<file path="src/rtl/jtag_pkg.sv">
// Shared encodings for the JTAG host sequencer:
// states, opcodes and LSB-first TMS walks.
package jtag_pkg;

  typedef logic [2:0] state_t;
  localparam state_t ST_INIT  = 3'd0;
  localparam state_t ST_IDLE  = 3'd1;
  localparam state_t ST_HDR   = 3'd2;
  localparam state_t ST_SHIFT = 3'd3;
  localparam state_t ST_TAIL  = 3'd4;
  localparam state_t ST_DONE  = 3'd5;

  typedef logic [1:0] op_t;
  localparam op_t OP_DR  = 2'd0;
  localparam op_t OP_IR  = 2'd1;
  localparam op_t OP_RST = 2'd2;
  localparam op_t OP_RSV = 2'd3;

  localparam logic [3:0] HDR_IR      = 4'b0011;
  localparam int         HDR_IR_LEN  = 4;
  localparam logic [2:0] HDR_DR      = 3'b001;
  localparam int         HDR_DR_LEN  = 3;
  localparam logic [5:0] HDR_RST     = 6'b011111;
  localparam int         HDR_RST_LEN = 6;
  localparam logic [1:0] TAIL_TMS    = 2'b01;
  localparam int         TAIL_LEN    = 2;

  function automatic logic hdr_tms(
    input op_t        op,
    input logic [2:0] idx
  );
    logic [5:0] v;
    case (op)
      OP_IR:   v = {2'b00, HDR_IR};
      OP_DR:   v = {3'b000, HDR_DR};
      default: v = HDR_RST;
    endcase
    return v[idx];
  endfunction

  function automatic logic [2:0] hdr_last(
    input op_t op
  );
    case (op)
      OP_IR:   return 3'(HDR_IR_LEN - 1);
      OP_DR:   return 3'(HDR_DR_LEN - 1);
      default: return 3'(HDR_RST_LEN - 1);
    endcase
  endfunction

endpackage

</file>
<file path="src/rtl/jtag_master_tck_gen.sv">
// TCK divider: DIV clk cycles per half period,
// with strobes for the clk edge that raises/drops TCK.
module jtag_tck_gen #(
  parameter int DIV = 2
) (
  input  logic clk,
  input  logic rst_n,
  input  logic run,
  output logic tck,
  output logic rise,
  output logic fall
);

  localparam int CW = $clog2(DIV) + 1;

  logic [CW-1:0] cnt;
  logic          at_edge;

  assign at_edge = run && (cnt == CW'(DIV - 1));
  assign rise    = at_edge && !tck;
  assign fall    = at_edge && tck;

  always_ff @(posedge clk or negedge rst_n) begin
    if (!rst_n) begin
      cnt <= '0;
      tck <= 1'b0;
    end else if (!run) begin
      cnt <= '0;
    end else if (at_edge) begin
      cnt <= '0;
      tck <= ~tck;
    end else begin
      cnt <= cnt + CW'(1);
    end
  end

endmodule

</file>
<file path="src/rtl/jtag_master.sv">
// JTAG host sequencer: word-level IR/DR/reset scans
// walked from Run-Test/Idle, TDO captured LSB first.
module jtag_master
  import jtag_pkg::*;
#(
  parameter int MAX_LEN = 32,
  parameter int DIV     = 2
) (
  input  logic                      CLK,
  input  logic                      RST_N,
  input  logic                      cmd_valid,
  output logic                      cmd_ready,
  input  logic [1:0]                cmd_op,
  input  logic [$clog2(MAX_LEN):0]  cmd_len,
  input  logic [MAX_LEN-1:0]        cmd_data,
  output logic                      rsp_valid,
  output logic [MAX_LEN-1:0]        rsp_data,
  output logic                      TCK,
  output logic                      TMS,
  output logic                      TDI,
  input  logic                      TDO
);

  localparam int LW = $clog2(MAX_LEN) + 1;

  state_t             state;
  op_t                op_q;
  logic [2:0]         slot;
  logic [LW-1:0]      len_q;
  logic [LW-1:0]      rem;
  logic [LW-1:0]      len_c;
  logic [MAX_LEN-1:0] sd;
  logic [MAX_LEN-1:0] bitm;
  logic               run;
  logic               rise;
  logic               fall;

  assign cmd_ready = (state == ST_IDLE) ||
                     (state == ST_DONE);

  assign run = (state == ST_INIT)  ||
               (state == ST_HDR)   ||
               (state == ST_SHIFT) ||
               (state == ST_TAIL);

  always_comb begin
    len_c = cmd_len;
    if (cmd_len == '0)
      len_c = LW'(1);
    else if (cmd_len > LW'(MAX_LEN))
      len_c = LW'(MAX_LEN);
  end

  jtag_tck_gen #(
    .DIV (DIV)
  ) u_tck (
    .clk   (CLK),
    .rst_n (RST_N),
    .run   (run),
    .tck   (TCK),
    .rise  (rise),
    .fall  (fall)
  );

  always_ff @(posedge CLK or negedge RST_N) begin
    if (!RST_N) begin
      state     <= ST_INIT;
      op_q      <= OP_DR;
      slot      <= '0;
      len_q     <= '0;
      rem       <= '0;
      sd        <= '0;
      bitm      <= '0;
      TMS       <= 1'b1;
      TDI       <= 1'b0;
      rsp_valid <= 1'b0;
      rsp_data  <= '0;
    end else begin
      rsp_valid <= 1'b0;
      case (state)
        ST_INIT: begin
          if (fall) begin
            if (slot == hdr_last(OP_RST)) begin
              state <= ST_IDLE;
              slot  <= '0;
            end else begin
              slot <= slot + 3'd1;
              TMS  <= hdr_tms(OP_RST, slot + 3'd1);
            end
          end
        end
        ST_IDLE, ST_DONE: begin
          if (cmd_valid) begin
            state    <= ST_HDR;
            op_q     <= cmd_op;
            len_q    <= len_c;
            sd       <= cmd_data;
            bitm     <= MAX_LEN'(1);
            rsp_data <= '0;
            slot     <= '0;
            TMS      <= hdr_tms(cmd_op, 3'd0);
          end else begin
            state <= ST_IDLE;
          end
        end
        ST_HDR: begin
          if (fall) begin
            if (slot == hdr_last(op_q)) begin
              slot <= '0;
              // op 2 and 3 both decode as TAP reset
              if (op_q[1]) begin
                state     <= ST_DONE;
                rsp_valid <= 1'b1;
              end else begin
                state <= ST_SHIFT;
                rem   <= len_q - LW'(1);
                TMS   <= (len_q == LW'(1));
                TDI   <= sd[0];
              end
            end else begin
              slot <= slot + 3'd1;
              TMS  <= hdr_tms(op_q, slot + 3'd1);
            end
          end
        end
        ST_SHIFT: begin
          if (rise)
            rsp_data <= rsp_data |
                        (bitm & {MAX_LEN{TDO}});
          if (fall) begin
            if (rem == '0) begin
              state <= ST_TAIL;
              slot  <= '0;
              TMS   <= TAIL_TMS[0];
              TDI   <= 1'b0;
            end else begin
              rem  <= rem - LW'(1);
              TMS  <= (rem == LW'(1));
              TDI  <= sd[1];
              sd   <= sd >> 1;
              bitm <= bitm << 1;
            end
          end
        end
        ST_TAIL: begin
          if (fall) begin
            if (slot == 3'(TAIL_LEN - 1)) begin
              state     <= ST_DONE;
              slot      <= '0;
              rsp_valid <= 1'b1;
            end else begin
              slot <= slot + 3'd1;
              TMS  <= TAIL_TMS[1];
            end
          end
        end
        default: state <= ST_INIT;
      endcase
    end
  end

endmodule

</file>
<file path="config.mk">
export PLATFORM = sky130hd
export DESIGN_NAME = jtag_master
export DESIGN_NICKNAME = d
export VERILOG_FILES = /design/src/rtl/jtag_pkg.sv /design/src/rtl/jtag_master_tck_gen.sv /design/src/rtl/jtag_master.sv
export SDC_FILE = /design/constraint.sdc
export NUM_CORES = 1
export LEC_CHECK = 0
export ABC_CLOCK_PERIOD_IN_PS = 2300
export CAP_MARGIN = 20
export CORE_MARGIN = 5
export CORE_UTILIZATION = 56
export CTS_BUF_LIST = sky130_fd_sc_hd__clkbuf_4
export CTS_CLUSTER_DIAMETER = 80
export DETAILED_ROUTE_END_ITERATION = 6
export GPL_TIMING_DRIVEN = 0
export PLACE_DENSITY = 0.85
export SETUP_SLACK_MARGIN = 0.2
export SLEW_MARGIN = 15
export SYNTH_ARGS = -nofsm -noshare
export SYNTH_HDL_FRONTEND = slang
export SYNTH_SLANG_ARGS = --single-unit
</file>
<file path="constraint.sdc">
create_clock -name CLK -period 2.3 [get_ports CLK]
set_input_delay 0.46 -clock CLK [delete_from_list [all_inputs] [get_ports CLK]]
set_output_delay 0.46 -clock CLK [all_outputs]
set_load 0.005 [all_outputs]
</file>
==> impl_metrics.env <==
export IMPL_place_congestion=0.884
export IMPL_instances_no_fill=730
export IMPL_track_usage_pct=22.3
export IMPL_grt_pass1_wl_um=20500
export IMPL_path_cells="nor2_1 -> ha_1 -> nor4b_4 -> o211ai_1 -> a21oi_2 -> buf_4 -> a21oi_1 -> a31o_2"
export IMPL_yosys_mux_area_fraction_pct=6.84
export IMPL_setup_violations=0
export IMPL_fin_crit_ns=2.02
export IMPL_rsz0062_at_grt="false"
export IMPL_antenna_found_initial=0
export IMPL_place_inst=692
export IMPL_yosys_top_cells_count="121 x dfrtp_1, 66 x a22o_1, 61 x nand2_1, 32 x mux2i_1, 31 x o21ai_1"
export IMPL_row_count=36
export IMPL_cpPeakStageDelay_ns=0.43
export IMPL_synth_fp_nets=531
export IMPL_critPathTopFamily="compound AO/OA/AOI/OAI gates"
export IMPL_drc_errors=0
export IMPL_cts_buffer_depth=2
export IMPL_post_synth_top_area_fraction_pct=55.0
export IMPL_cellLeakagePower_nw=3.16
export IMPL_cts_reportedPaths_clkPinSlew_ns=0.13
export IMPL_vias=4194
export IMPL_layout_drive_gt1_share_pct=14.6
export IMPL_dp_hpwl_um=8700
export IMPL_ys_async_sr_fraction_pct=100
export IMPL_syn_inst=478
export IMPL_worst_pin_slew_ns=0.552
export IMPL_area_delta_synth_final_pct=24.0
export IMPL_synth_edff_count=0
export IMPL_synthAdderAreaFrac_pct=2.04
export IMPL_diodes=0
export IMPL_yosys_warnings=0
export IMPL_vdd_drop_max_mv=0.522
export IMPL_whs_ns=0.442
export IMPL_cts_buffers=17
export IMPL_die_area_mm2=0.0119
export IMPL_drv_slew=0
export IMPL_powerDensity_mw_per_mm2=1100
export IMPL_worstSetupEndpointType="register"
export IMPL_synth_xor_xnor_area_share_pct=1.11
export IMPL_viasPerCell=5.75
export IMPL_dieWidth_um=109
export IMPL_crit_buf_inv=1
export IMPL_h_tree_depth=4
export IMPL_synth_compound_area_share_pct=18.9
export IMPL_cts_tree="yes"
export IMPL_ys_ff_latch=122
export IMPL_setup_tns_final_ns=0
export IMPL_synth_top_family_by_area="compound AO/OA/AOI/OAI gates"
export IMPL_min_path_type="input port to register"
export IMPL_grt_pass1_vias=4200
export IMPL_required_ns=2.73
export IMPL_io_buffers=80
export IMPL_final_nets=637
export IMPL_syn_cell_area_mm2=0.00551
export IMPL_grt_max_degree=64
export IMPL_cts_root_buf="clkbuf_4"
export IMPL_initial_utilization_pct=56.9
export IMPL_worstSkewPairLatency_ns=0.53
export IMPL_ys_seq_area_share_pct=55.5
export IMPL_core_mm2=0.00968
export IMPL_slowest_stage="dfrtp_2"
export IMPL_drt_first_pass_iters=5
export IMPL_maxSlewHeadroom_pct=63.2
export IMPL_utilization_pct=70.5
export IMPL_cp_arrival_ns=2.44
export IMPL_yosys_area_top_type="dfrtp_1"
export IMPL_syn_avg_cell_area_um2=11.5
export IMPL_status="complete, no violations"
export IMPL_yosys_area_share_simple_pct=11.3
export IMPL_die_h_um=109
export IMPL_ys_types=54
export IMPL_min_period_over_period_pct=87.6
export IMPL_drt_total_wl_um=12400
export IMPL_crit_fanout=10
export IMPL_ff2ff_path_depth=8
export IMPL_drtIter0Drc=247
export IMPL_fin_worst_skew_ns=0.0183
export IMPL_criticalPathCategory="register to register"
export IMPL_antenna_left=0
export IMPL_cap_viol_max_count=0
export IMPL_synth_top_cells_by_area="dfrtp_1 55%, a22o_1 10%, mux2i_1 5.8%"
export IMPL_post_synth_top_count_cell="dfrtp_1"
export IMPL_overflow=0
export IMPL_worstSetupPathDepth=8
export IMPL_max_freq_ghz=0.496
export IMPL_ios=81
export IMPL_detail_route_wl_per_cell_um=17.0
export IMPL_cts_sinks=122
export IMPL_hold_path_depth=3
export IMPL_yosys_most_used_dff="dfrtp_1"
export IMPL_cp_start_kind="register"
export IMPL_finalHoldViolCount=0
[placed cells by master, fill, tap and decap left out, types with 3 or more instances in the layout]
master and count:
nor3_1 5, a22o_1 66, dfrtp_2 3, buf_6 4, mux2i_1 32, xor2_1 5, inv_6 5, clkbuf_2 3
buf_4 15, nand3_1 4, clkbuf_4 17, o21ai_0 13, o21ai_1 32, o22ai_1 5, a21oi_1 7, nor2_1 13
inv_1 10, clkinvlp_4 5, clkdlybuf4s50_1 77, nand2_1 61, nand3b_1 4, o31ai_1 4, a21o_1 3, clkbuf_1 6
clkinv_4 4, ha_1 9, nor3b_1 4, nand2b_1 6, dfrtp_1 118, buf_2 10, mux2_2 5
[final cells by class]
class	count	area, um^2
tap	133	166
multi-input combinational	313	2220
sequential	122	3060
fill	668	2860
buffer	32	196
inverter	11	45.0
timing repair buffer	87	878
clock inverter	15	131
clock buffer	17	128
[flip-flops by register name, indices dropped and copies added, names as in the netlist]
signal and cells:
TDI 1, TMS 1, bitm 32, len_q 6
op_q 2, rem 6, rsp_data 32, rsp_valid 1
sd 32, slot 3, state 3, u_tck.cnt 2
u_tck.tck 1
[worst reg2reg max path: cells and delay by family, from the launching register on]
family | cells | cell delay (ns)
and+or+nand+nor | 2 | 0.39
DFF | 1 | 0.43
buffers and inverters | 1 | 0.19
adders and majority gates | 1 | 0.27
AOI/OAI and AO/OA | 4 | 0.66
[worst paths after layout]
check	start	end	slack (ns)
max	op_q[1]	rem[0]	0.28
min	cmd_op[0]	op_q[0]	0.44
max reg2reg	op_q[1]	rem[0]	0.28
min reg2reg	op_q[0]	op_q[0]	0.50
max in group asynchronous	RST_N	TMS	1.12
min in group asynchronous	RST_N	sd[31]	0.47
[power by group]
part | switching [W] | total (W) | internal [W]
logic | 0.00167 | 0.00307 | 0.00140
registers | 0.000402 | 0.00308 | 0.00267
clock network | 0.000921 | 0.00138 | 0.000462
total | 0.00299 | 0.00753 | 0.00454
[per-stage QoR]
stage | total power (W) | worst slack [ns] | cell area, um^2
after floorplan | 0.00521 | 0.395 | 5510
final | 0.00753 | 0.285 | 6830
after global placement | 0.00593 | -3.76 | 6470
after global routing | 0.00807 | 0.204 | 6830
after detailed placement | 0.00608 | -0.0555 | 6500
after CTS | 0.00753 | 0.233 | 6820
[timing repair]
item | 4_1_cts | 5_1_grt
endpoints found under the setup margin | 5 | 6
hold endpoints to repair | 59 | 0
buffers inserted | 4 | 1
hold buffers | 1 | 0
pin swaps | 0 | 1
gates resized for setup | 7 | 5
gates cloned | 0 | 0
[kinds of logic after synthesis]
group                    Yosys count
flip-flops                       122
adder cells (fa/ha/maj)            9
AO/OA/AOI/OAI                    144
multiplexers                      37
buffers and inverters             43
XOR/XNOR                           7
AND/OR/NAND/NOR                  116
[layer usage]
layer	vias to the layer above	track usage (%)	share of wire, %	routed length [um]
met4	0	8.93	2.6	324
met3	30	5.45	4.7	590
met5	-	0	0	0
met1	2078	29.5	43	5370
met2	131	35.6	49	6150
li1	1955	-	-	-
No activity file was read; power rests on OpenSTA's default activity.
==> edit, RTL diff (config.mk and constraints unchanged) <==
`DIV` is set to 2 in 2 places; all go to 4.
--- a/src/rtl/jtag_master_tck_gen.sv
+++ b/src/rtl/jtag_master_tck_gen.sv
@@ -2,5 +2,5 @@
 // with strobes for the clk edge that raises/drops TCK.
 module jtag_tck_gen #(
-  parameter int DIV = 2
+  parameter int DIV = 4
 ) (
   input  logic clk,
--- a/src/rtl/jtag_master.sv
+++ b/src/rtl/jtag_master.sv
@@ -5,5 +5,5 @@
 #(
   parameter int MAX_LEN = 32,
-  parameter int DIV     = 2
+  parameter int DIV     = 4
 ) (
   input  logic                      CLK,
Check against the original RTL: not equivalent (a bounded check fails within 4 cycles, from zero or initial values and one cycle with RST_N low).
==> edit against the unedited design <==
- utilization is 0.64 points higher
- worst hold slack worse by 0.061 ns
- sequential cell count rose by 1
- worst setup slack worse by 0.012 ns
- total power fell by 14%
- via count grew 3.4%
- largest power group unchanged
- final area grew 1.4%
- synthesized area rose by 1.3%
- routed wire length grew 1.9%
- sequential share of layout area fell by 0.25 points
==> edit: results (changes against the unedited design) <==
Status
  • Status: completed

Yosys
  • Mux cell area share after synthesis: 6.03% (-0.81 points)
  • Async S/R FF share, synth: 100% (unchanged)
  • Sequential area share after synthesis: 55.2% (-0.26 points)
  • Post-synthesis xor/xnor area fraction: 0.942% (-0.17 points)
  • Netlist cell types: 58 (+7.4%)
  • Adder-cell share of the synthesized area: 2.24% (+0.20 points)
  • Compound-gate portion of the synthesized area: 17.1% (-1.8 points)
  • Synth area leaders: dfrtp_1 55%, mux2i_1 5.6%, a22o_1 5.3%, nand2_1 4.5%, a21oi_1 3.5%
  • Post-Syn Nets: 569 (+7.2%)
  • Synth cell count leaders: 122 x dfrtp_1, 67 x nand2_1, 45 x nor2_1

Cells and area
  • Sequential share of cell area: 44.5% (-0.25 points)
  • Layout clock buffer count: 17 (unchanged)
  • Share of post-route cells with drive strength above 1: 13.9% (-0.67 points)
  • Fillers: 741 (+11%)
  • Inverters: 10 (-1)
  • ClkCell Share: 4.01% (+0.22 points)
  • Largest regs: bitm (32), rsp_data (32), sd (32)
  • Non-clk buf share: 16.0% (+0.27 points)
  • Diode count: 0 (unchanged)
  • Layout Nets: 674 (+5.8%)
  • Non-clock buffers: 119 (unchanged)
  • Count of multi-input gates: 349 (+12%)
  • Sequential cell count: 123 (+0.82%)
  • Fraction of area in multi-input gates: 32.5% (-0.098 points)

CTS
  • PostCTS Resize Cnt: 4 (-3)
  • Root Driver: clkbuf_4
  • CTS Buffer Depth: 2 (unchanged)
  • Post-CTS setup buffers: 0 (-4)

GRT
  • Largest net degree at the start of global routing: 89 (+39%)
  • Routing usage on met3: 5.58% (+0.13 points)
  • Met2 usage: 36.4% (+0.78 points)
  • Met1 usage: 31.0% (+1.5 points)
  • Overall Global Routing Usage: 22.8% (+0.41 points)
  • First-pass GRT wire length: 21.5 mm (+5.2%)
  • Vias in the first global route: 4429 (+5.5%)

Route
  • Iter 0 DRT Violations: 246 (-0.40%)
  • Drt wl/cell: 16.5 µm (-2.9%)
  • Drt pass-1 iters: 5 (unchanged)
  • Via/cell ratio: 5.66 (-1.5%)

Placement
  • Dpl ws: 0.149 ns (+0.204 ns)
  • Placed Area: 6570 µm² (+1.1%)
  • DP HPWL: 9.05 mm (+4.1%)
  • GPL Wtd Cong: 0.924 (+4.6%)

Power and ir drop
  • Max VDD drop: 565 µV (+8.1%)
  • Psw: 2.40 mW (-20%)
  • Leakage: 3.39 nW (+7.4%)

Floorplanning
  • Core Area: 9730 µm² (+0.47%)

Setup path
  • CP max-delay cell: dfstp_2
  • Worst reg2reg path depth: 7 (-1)
  • Worst path top cell family by delay: flip-flops
  • Critical-path maximum fanout: 2 (-8)
  • R2R Path End: TMS
  • RR Startpoint: slot[0]
  • CP max stage delay: 0.55 ns (+0.12 ns)
  • Critical path arrival: 1.57 ns (-0.87 ns)

Timing
  • Max-slew headroom: 62.7% (-0.55 points)
  • Skew final: 0.0266 ns (+0.00834 ns)

Worst hold path
  • Hold/Removal Path Class: in -> async
-- edit: cell count changes in the layout (fill, tap and decap cells not counted), sizes merged, moves of 2 or more --
| cell | unedited run | this run |
|---|---|---|
| a21oi | 8 | 42 |
| a22o | 66 | 34 |
| clkinvlp | 5 | 2 |
| inv | 17 | 19 |
| mux2 | 5 | 2 |
| nand2 | 61 | 67 |
| nor2 | 14 | 46 |
| nor3 | 6 | 4 |
| nor3b | 4 | 2 |
| o21ai | 46 | 50 |
| o31ai | 4 | 1 |
| xor2 | 5 | 3 |
-- edit: layer usage --
layer	up-vias	routed length, µm
li1	2022	-
met1	2168	5480
met2	115	6370
met3	30	587
met4	0	239
met5	-	0
-- edit: metrics by stage --
| step | hold WS, ns | cells | total power [mW] | util (%) |
|---|---|---|---|---|
| after floorplan | 0.164 | 515 | 4.32 | - |
| after global placement | 0.421 | 728 | 4.81 | 67.3 |
| after detailed placement | 0.376 | 729 | 4.93 | 67.6 |
| final | 0.381 | 766 | 6.47 | 71.1 |
| after global routing | 0.371 | 766 | 6.92 | 71.1 |
| after CTS | 0.380 | 762 | 6.40 | 70.6 |
-- edit: power by group through the flow --
stage                     registers [mW]  clock network, mW  logic (mW)
final                               2.98               1.46        2.04
after global routing                3.04               1.60        2.28
after CTS                           2.97               1.49        1.94
after detailed placement            3.01                  0        1.92
after global placement              2.98                  0        1.83
after floorplan                     2.91                  0        1.41
-- edit: worst max-delay path by stage --
stage                       start          end  cells past startpoint
final                         TMS          TMS                      1
after global routing      slot[0]          TMS                      7
after CTS                 op_q[1]          TMS                      7
after detailed placement  slot[0]          TMS                      7
after global placement      RST_N  rsp_data[6]                      1
after floorplan           slot[0]       rem[2]                      7
